`src/rtl/cordic_arbiter_pkg.sv`:
```
// rtl/cordic_arbiter_pkg.sv - shared constants and tag-width helper for the CORDIC arbiter
package cordic_arbiter_pkg;

    localparam int DEFAULT_IO_WIDTH        = 26;
    localparam int DEFAULT_MAX_OUTSTANDING = 32;

    // Never returns zero, so a two-requester tag is still one real bit wide.
    function automatic int clog2(input int n);
        int w;
        w = 1;
        while ((1 << w) < n) w++;
        return w;
    endfunction

endpackage

```
`src/rtl/cordic_arbiter_rr_select.sv`:
```
// rtl/cordic_arbiter_rr_select.sv - round-robin pick of one eligible requester after the last grant
module rr_select
    import cordic_arbiter_pkg::*;
#(
    parameter int  NREQ = 4,
    localparam int TW   = clog2(NREQ)
) (
    input  logic [NREQ-1:0] eligible_i,
    input  logic [TW-1:0]   last_grant_i,
    output logic [NREQ-1:0] grant_o,
    output logic [TW-1:0]   grant_idx_o,
    output logic            grant_valid_o
);

    logic [TW-1:0] cand;

    always_comb begin
        grant_o       = '0;
        grant_idx_o   = '0;
        grant_valid_o = 1'b0;
        cand          = '0;
        for (int i = 1; i <= NREQ; i++) begin
            cand = TW'((int'(last_grant_i) + i) % NREQ);
            if (!grant_valid_o && eligible_i[cand]) begin
                grant_o[cand] = 1'b1;
                grant_idx_o   = cand;
                grant_valid_o = 1'b1;
            end
        end
    end

endmodule

```
`src/rtl/cordic_arbiter.sv`:
```
// rtl/cordic_arbiter.sv - shares one CORDIC among NREQ requesters with credit limits and a result watchdog
module cordic_arbiter
    import cordic_arbiter_pkg::*;
#(
    parameter int  IO_WIDTH        = DEFAULT_IO_WIDTH,
    parameter int  NREQ            = 4,
    parameter int  MAX_OUTSTANDING = DEFAULT_MAX_OUTSTANDING,
    parameter int  TIMEOUT         = 255,
    localparam int TW              = clog2(NREQ)
) (
    input  logic                       clk,
    input  logic                       rst,
    input  logic [NREQ*2*IO_WIDTH-1:0] S_TDATA,
    input  logic [NREQ-1:0]            S_TVALID,
    output logic [NREQ-1:0]            S_TREADY,
    output logic [2*IO_WIDTH-1:0]      C_TDATA,
    output logic [TW-1:0]              C_TUSER,
    output logic                       C_TVALID,
    input  logic [IO_WIDTH:0]          R_TDATA,
    input  logic [TW-1:0]              R_TUSER,
    input  logic                       R_TVALID,
    output logic [IO_WIDTH-1:0]        M_TDATA,
    output logic [NREQ-1:0]            M_TVALID,
    output logic                       overflowFlag,
    input  logic                       clearErrors,
    output logic                       spuriousError,
    output logic                       timeoutError
);

    localparam int OW  = clog2(MAX_OUTSTANDING + 1);
    localparam int WDW = clog2(TIMEOUT + 1);

    logic [OW-1:0]         outstanding_q [NREQ];
    logic [OW-1:0]         outstanding_d [NREQ];
    logic [TW-1:0]         last_grant_q, last_grant_d;
    logic [WDW-1:0]        wd_q, wd_d, wd_inc;
    logic [2*IO_WIDTH-1:0] c_tdata_q, c_tdata_d, c_sel;
    logic [TW-1:0]         c_tuser_q, c_tuser_d;
    logic                  c_tvalid_q, c_tvalid_d;
    logic [IO_WIDTH-1:0]   m_tdata_q, m_tdata_d;
    logic [NREQ-1:0]       m_tvalid_q, m_tvalid_d;
    logic                  ovf_q, ovf_d, spur_q, spur_d, tmo_q, tmo_d;

    logic [NREQ-1:0] eligible, grant, hs, ret;
    logic [TW-1:0]   grant_idx;
    logic            grant_valid, any_hs, result_ok, all_idle, fire;

    rr_select #(.NREQ(NREQ)) u_rr (
        .eligible_i    (eligible),
        .last_grant_i  (last_grant_q),
        .grant_o       (grant),
        .grant_idx_o   (grant_idx),
        .grant_valid_o (grant_valid)
    );

    assign S_TREADY = rst ? '0 : grant;
    assign hs       = S_TVALID & S_TREADY;
    assign any_hs   = grant_valid && !rst;

    always_comb begin
        eligible  = '0;
        ret       = '0;
        c_sel     = '0;
        all_idle  = 1'b1;
        for (int k = 0; k < NREQ; k++) begin
            eligible[k] = S_TVALID[k] && (outstanding_q[k] < OW'(MAX_OUTSTANDING));
            // A result only counts against a requester that actually has work in flight.
            ret[k]      = R_TVALID && (R_TUSER == TW'(k)) && (outstanding_q[k] != '0);
            if (grant[k]) c_sel = S_TDATA[k*2*IO_WIDTH +: 2*IO_WIDTH];
            if (outstanding_q[k] != '0) all_idle = 1'b0;
        end
        result_ok = |ret;

        wd_inc = wd_q + 1'b1;
        fire   = !R_TVALID && !all_idle && (wd_inc == WDW'(TIMEOUT));
        wd_d   = (R_TVALID || all_idle || fire) ? '0 : wd_inc;

        for (int k = 0; k < NREQ; k++) begin
            outstanding_d[k] = fire ? '0 : outstanding_q[k] + OW'(hs[k]) - OW'(ret[k]);
        end

        last_grant_d = any_hs ? grant_idx : last_grant_q;
        c_tvalid_d   = any_hs;
        c_tdata_d    = any_hs ? c_sel : c_tdata_q;
        c_tuser_d    = any_hs ? grant_idx : c_tuser_q;
        m_tvalid_d   = ret;
        m_tdata_d    = result_ok ? R_TDATA[IO_WIDTH-1:0] : m_tdata_q;
        ovf_d        = result_ok && R_TDATA[IO_WIDTH];
        spur_d       = (R_TVALID && !result_ok) || (spur_q && !clearErrors);
        tmo_d        = fire || (tmo_q && !clearErrors);
    end

    always_ff @(posedge clk) begin
        if (rst) begin
            for (int k = 0; k < NREQ; k++) outstanding_q[k] <= '0;
            last_grant_q <= TW'(NREQ - 1);
            wd_q         <= '0;
            c_tdata_q    <= '0;
            c_tuser_q    <= '0;
            c_tvalid_q   <= 1'b0;
            m_tdata_q    <= '0;
            m_tvalid_q   <= '0;
            ovf_q        <= 1'b0;
            spur_q       <= 1'b0;
            tmo_q        <= 1'b0;
        end else begin
            for (int k = 0; k < NREQ; k++) outstanding_q[k] <= outstanding_d[k];
            last_grant_q <= last_grant_d;
            wd_q         <= wd_d;
            c_tdata_q    <= c_tdata_d;
            c_tuser_q    <= c_tuser_d;
            c_tvalid_q   <= c_tvalid_d;
            m_tdata_q    <= m_tdata_d;
            m_tvalid_q   <= m_tvalid_d;
            ovf_q        <= ovf_d;
            spur_q       <= spur_d;
            tmo_q        <= tmo_d;
        end
    end

    assign C_TDATA       = c_tdata_q;
    assign C_TUSER       = c_tuser_q;
    assign C_TVALID      = c_tvalid_q;
    assign M_TDATA       = m_tdata_q;
    assign M_TVALID      = m_tvalid_q;
    assign overflowFlag  = ovf_q;
    assign spuriousError = spur_q;
    assign timeoutError  = tmo_q;

endmodule

```
`config.mk`:
```
export PLATFORM = sky130hd
export DESIGN_NAME = cordic_arbiter
export DESIGN_NICKNAME = d
export VERILOG_FILES = /design/src/rtl/cordic_arbiter_pkg.sv /design/src/rtl/cordic_arbiter_rr_select.sv /design/src/rtl/cordic_arbiter.sv
export SDC_FILE = /design/constraint.sdc
export NUM_CORES = 1
export LEC_CHECK = 0
export ABC_AREA = 1
export BUFFER_PORTS_ARGS = -buffer_cell sky130_fd_sc_hd__buf_4
export CORE_ASPECT_RATIO = 0.6
export CORE_MARGIN = 5
export CORE_UTILIZATION = 50
export CTS_CLUSTER_DIAMETER = 30
export CTS_CLUSTER_SIZE = 16
export DETAILED_ROUTE_END_ITERATION = 10
export PLACE_DENSITY = 0.86
export SETUP_SLACK_MARGIN = 0.4
export SLEW_MARGIN = 40
export SYNTH_ARGS = -nofsm -noshare
export SYNTH_HDL_FRONTEND = slang
export SYNTH_HIERARCHICAL = 1
export SYNTH_SLANG_ARGS = --single-unit
```
`constraint.sdc`:
```
create_clock -name clk -period 6.61 [get_ports clk]
set_input_delay 1.322 -clock clk [delete_from_list [all_inputs] [get_ports clk]]
set_output_delay 1.322 -clock clk [all_outputs]
set_load 0.01 [all_outputs]
```
==> impl_metrics.toml <==
[clock_tree]
cts_buffer_depth = 2
insertion_delay_ns = 0.41
clockRootBuffer = "clkbuf_16"
holdBufCountCts = 0
h-tree-depth = 4
post-cts-setup-buffers = 0
numCtsBuffers = 17
clk_pin_slew_ns = 0.05
cts_resized = 0
cts_tree = "built"
clkSinkCount = 122

[setup_path]
crit_fanout = 49
rr_endpoint = "outstanding_q[2][4]"
reg2reg_depth = 18
end_kind = "primary output"
reg2reg_setup_slack_ns = 2.54
critPathRequiredTime_ns = 5.29
r2r_start = "last_grant_q[0]"
startpoint_type = "input pin"
path_class = "in -> out"
crit_arrival_ns = 3.42

[detailed_routing]
drt.antenna.violating_nets = 0
viasPerCell = 5.097
top_layer_used = "met4"
wl_met1_microns = 10400
first_iter_violations = 743
num_vias = 8079
wl_met3_microns = 2147
met2_length_microns = 11720
avgRoutedWirePerCell_microns = 15.55
remaining_drc_errors = 0
firstDrtPassIters = 5
wl_microns = 24650

[pwr]
intPower_uw = 2783
peakVddDrop_uv = 317.1
power_frac_comb_pct = 61.0
leakage_uw = 0.005202
p_sw_uw = 2451
p_per_area_nw_per_um2 = 499.9
p_clk_share_pct = 18.1
seq_power_share_pct = 21.0
p_sw_share_pct = 46.83

[final_layout]
mostFrequentLayoutCell = "buf_4"
final_cells = 1585
mostFrequentLayoutCells = "buf_4 (341), nand2_1 (231), nor2_1 (156)"
area_growth_pct = 45.08
multi_input_area_sq_um = 4033
regArea_sq_um = 2442
finalNetCount = 1665
fillers = 1146
diodes = 0
drive_above_1_share_pct = 29.70

[die]
rows = 34
fp.dieH_microns = 103.1
die_w_microns = 165.1
core_sq_um = 14340
initial_core_util_pct = 50.33
die_area_sq_um = 17010
ioPinCount = 337

[synthesis]
synth_warnings = 6
ys_types = 39
synth-adder-area-share_pct = 8.393
synth_compound_area_share_pct = 19.28
muxShareOfSynthArea_pct = 0
synth-simple-area-share_pct = 25.82
ys_seq_area_share_pct = 33.85
ys_ff_latch = 122
avgSynthCellArea_sq_um = 6.782
yosys.area_share.xor_xnor_pct = 1.942
synth_top_family_by_area = "simple AND/OR/NAND/NOR gates"
syn-num-nets = 1355
synth_area_sq_um = 7216
synthCells = 1064

[min_path]
min_from = "C_TDATA[42]"
hold-path-endpoint = "C_TDATA[42]"
whs_path_depth = 2
hold_path.class = "reg -> reg"

[status]
status = "complete, no violations"

[sta]
fin_crit_sh_pct = 71.80
drv_slew = 0
period_minus_slack_ns = 4.746
fin_setup_tns_ns = 0
relSlewSlack_pct = 57.62
rsz0062_at_grt = "false"
setup_viol = 0
hold_viol = 0
fmax_mhz = 210.7
tightest_slew_ns = 0.6342
finClkSkew_ns = 0.008875

[job]
maxCapViolCount = 0

[placement]
dp.cells = 1552
dpl.hpwl_microns = 19140
place_congestion = 0.9422
portBuffers = 336

[global_routing]
grt_max_degree = 99
gr-usage-all-layers_pct = 27.18
antenna_found_initial = 0
grt_pass1_wl_microns = 36850
grt_pass1_vias = 7440
overflow = 0
[worst max-delay path by stage]
stage                     start  slack, ns     endpoint
detailed placement  S_TVALID[0]       1.48  S_TREADY[2]
CTS                 S_TVALID[0]       1.45  S_TREADY[2]
floorplan           S_TVALID[1]       2.55  S_TREADY[3]
global route        S_TVALID[0]       1.63  S_TREADY[2]
global placement    S_TVALID[0]       1.54  S_TREADY[2]
finish              S_TVALID[0]       1.86  S_TREADY[2]
[synthesized netlist by cell type (all sizes together)]
cell type	number	share of area (%)
nand2	240	13
nor2	167	9.3
o21ai	153	11
inv	129	6.7
dfxtp	122	34
a22oi	45	4.7
ha	42	7.3
buf	36	3.0
a21oi	29	2.1
nand3	26	1.9
clkbuf	18	0.94
nand4	11	0.95
xor2	10	1.2
nor3	8	0.55
xnor2	6	0.73
a31oi	5	0.43
a21boi	4	0.42
fa	4	1.1
a22o	2	0.24
o22ai	2	0.17
a21o	1	0.10
nand3b	1	0.10
o211ai	1	0.17
o21bai	1	0.10
o31ai	1	0.17
[flip-flops by register name (all words and copies together) (netlist names)]
register,cells
wd_q,8
overflowFlag,1
C_TDATA,52
C_TUSER,2
timeoutError,1
C_TVALID,1
outstanding_q,24
last_grant_q,2
M_TDATA,26
M_TVALID,4
spuriousError,1
[logic make-up (layout without fill, tap and decap cells)]
family,after synthesis,after routing
and+or+nand+nor,453,453
AOI/OAI and AO/OA,244,244
buffers and inverters,183,506
DFF,122,122
adders and majority gates,46,46
xor gates and xnor gates,16,16
[cell type report]
class	instances	share of cell area [%]
well taps	198	2.366
inverters	129	4.649
clock inverters	13	1.494
clock buffers	19	4.327
flip-flops and latches	122	23.33
repair buffers	345	25.31
multi-input cells	759	38.52
[layer usage]
metal | track usage (%) | up-vias
met5 | 0 | -
met4 | 7.093 | 0
met3 | 7.271 | 31
met2 | 45.18 | 336
met1 | 35.36 | 3662
li1 | - | 4050
[metrics by stage]
| stage | total power, uW | utilization (%) | worst slack (ns) | area (sq um) | hold WS, ns |
|---|---|---|---|---|---|
| 3_5_place_dp | 4240 | 68.63 | 1.482 | 9839 | 0.4438 |
| 4_1_cts | 5213 | 72.88 | 1.451 | 10450 | 0.4531 |
| 5_1_grt | 5696 | 73.02 | 1.632 | 10470 | 0.4740 |
| 2_1_floorplan | 3316 | - | 2.550 | 7216 | 0.4297 |
| 6_report | 5234 | 73.02 | 1.864 | 10470 | 0.4508 |
| 3_3_place_gp | 4124 | 68.14 | 1.541 | 9769 | 0.4415 |
[worst max-delay path, cell delays in order]
cell     delay (ns)
buf_4          0.07
inv_1          0.04
nor2_1         0.17
nand2_1        0.12
nand2_2        0.12
nand2_2        0.10
nand2_2        0.09
nor2_2         0.06
a21oi_1        0.23
nand3_4        0.43
inv_1          0.41
nor2_1         0.08
buf_4          0.15
[power by group through the flow]
stage               sequential, uW  combinational (uW)  clock (uW)
floorplan                     1150                2160           0
global placement              1100                3020           0
detailed placement            1110                3130           0
CTS                           1100                3160         962
global route                  1120                3580         998
finish                        1100                3190         945
(Power assumes the default switching activity.)
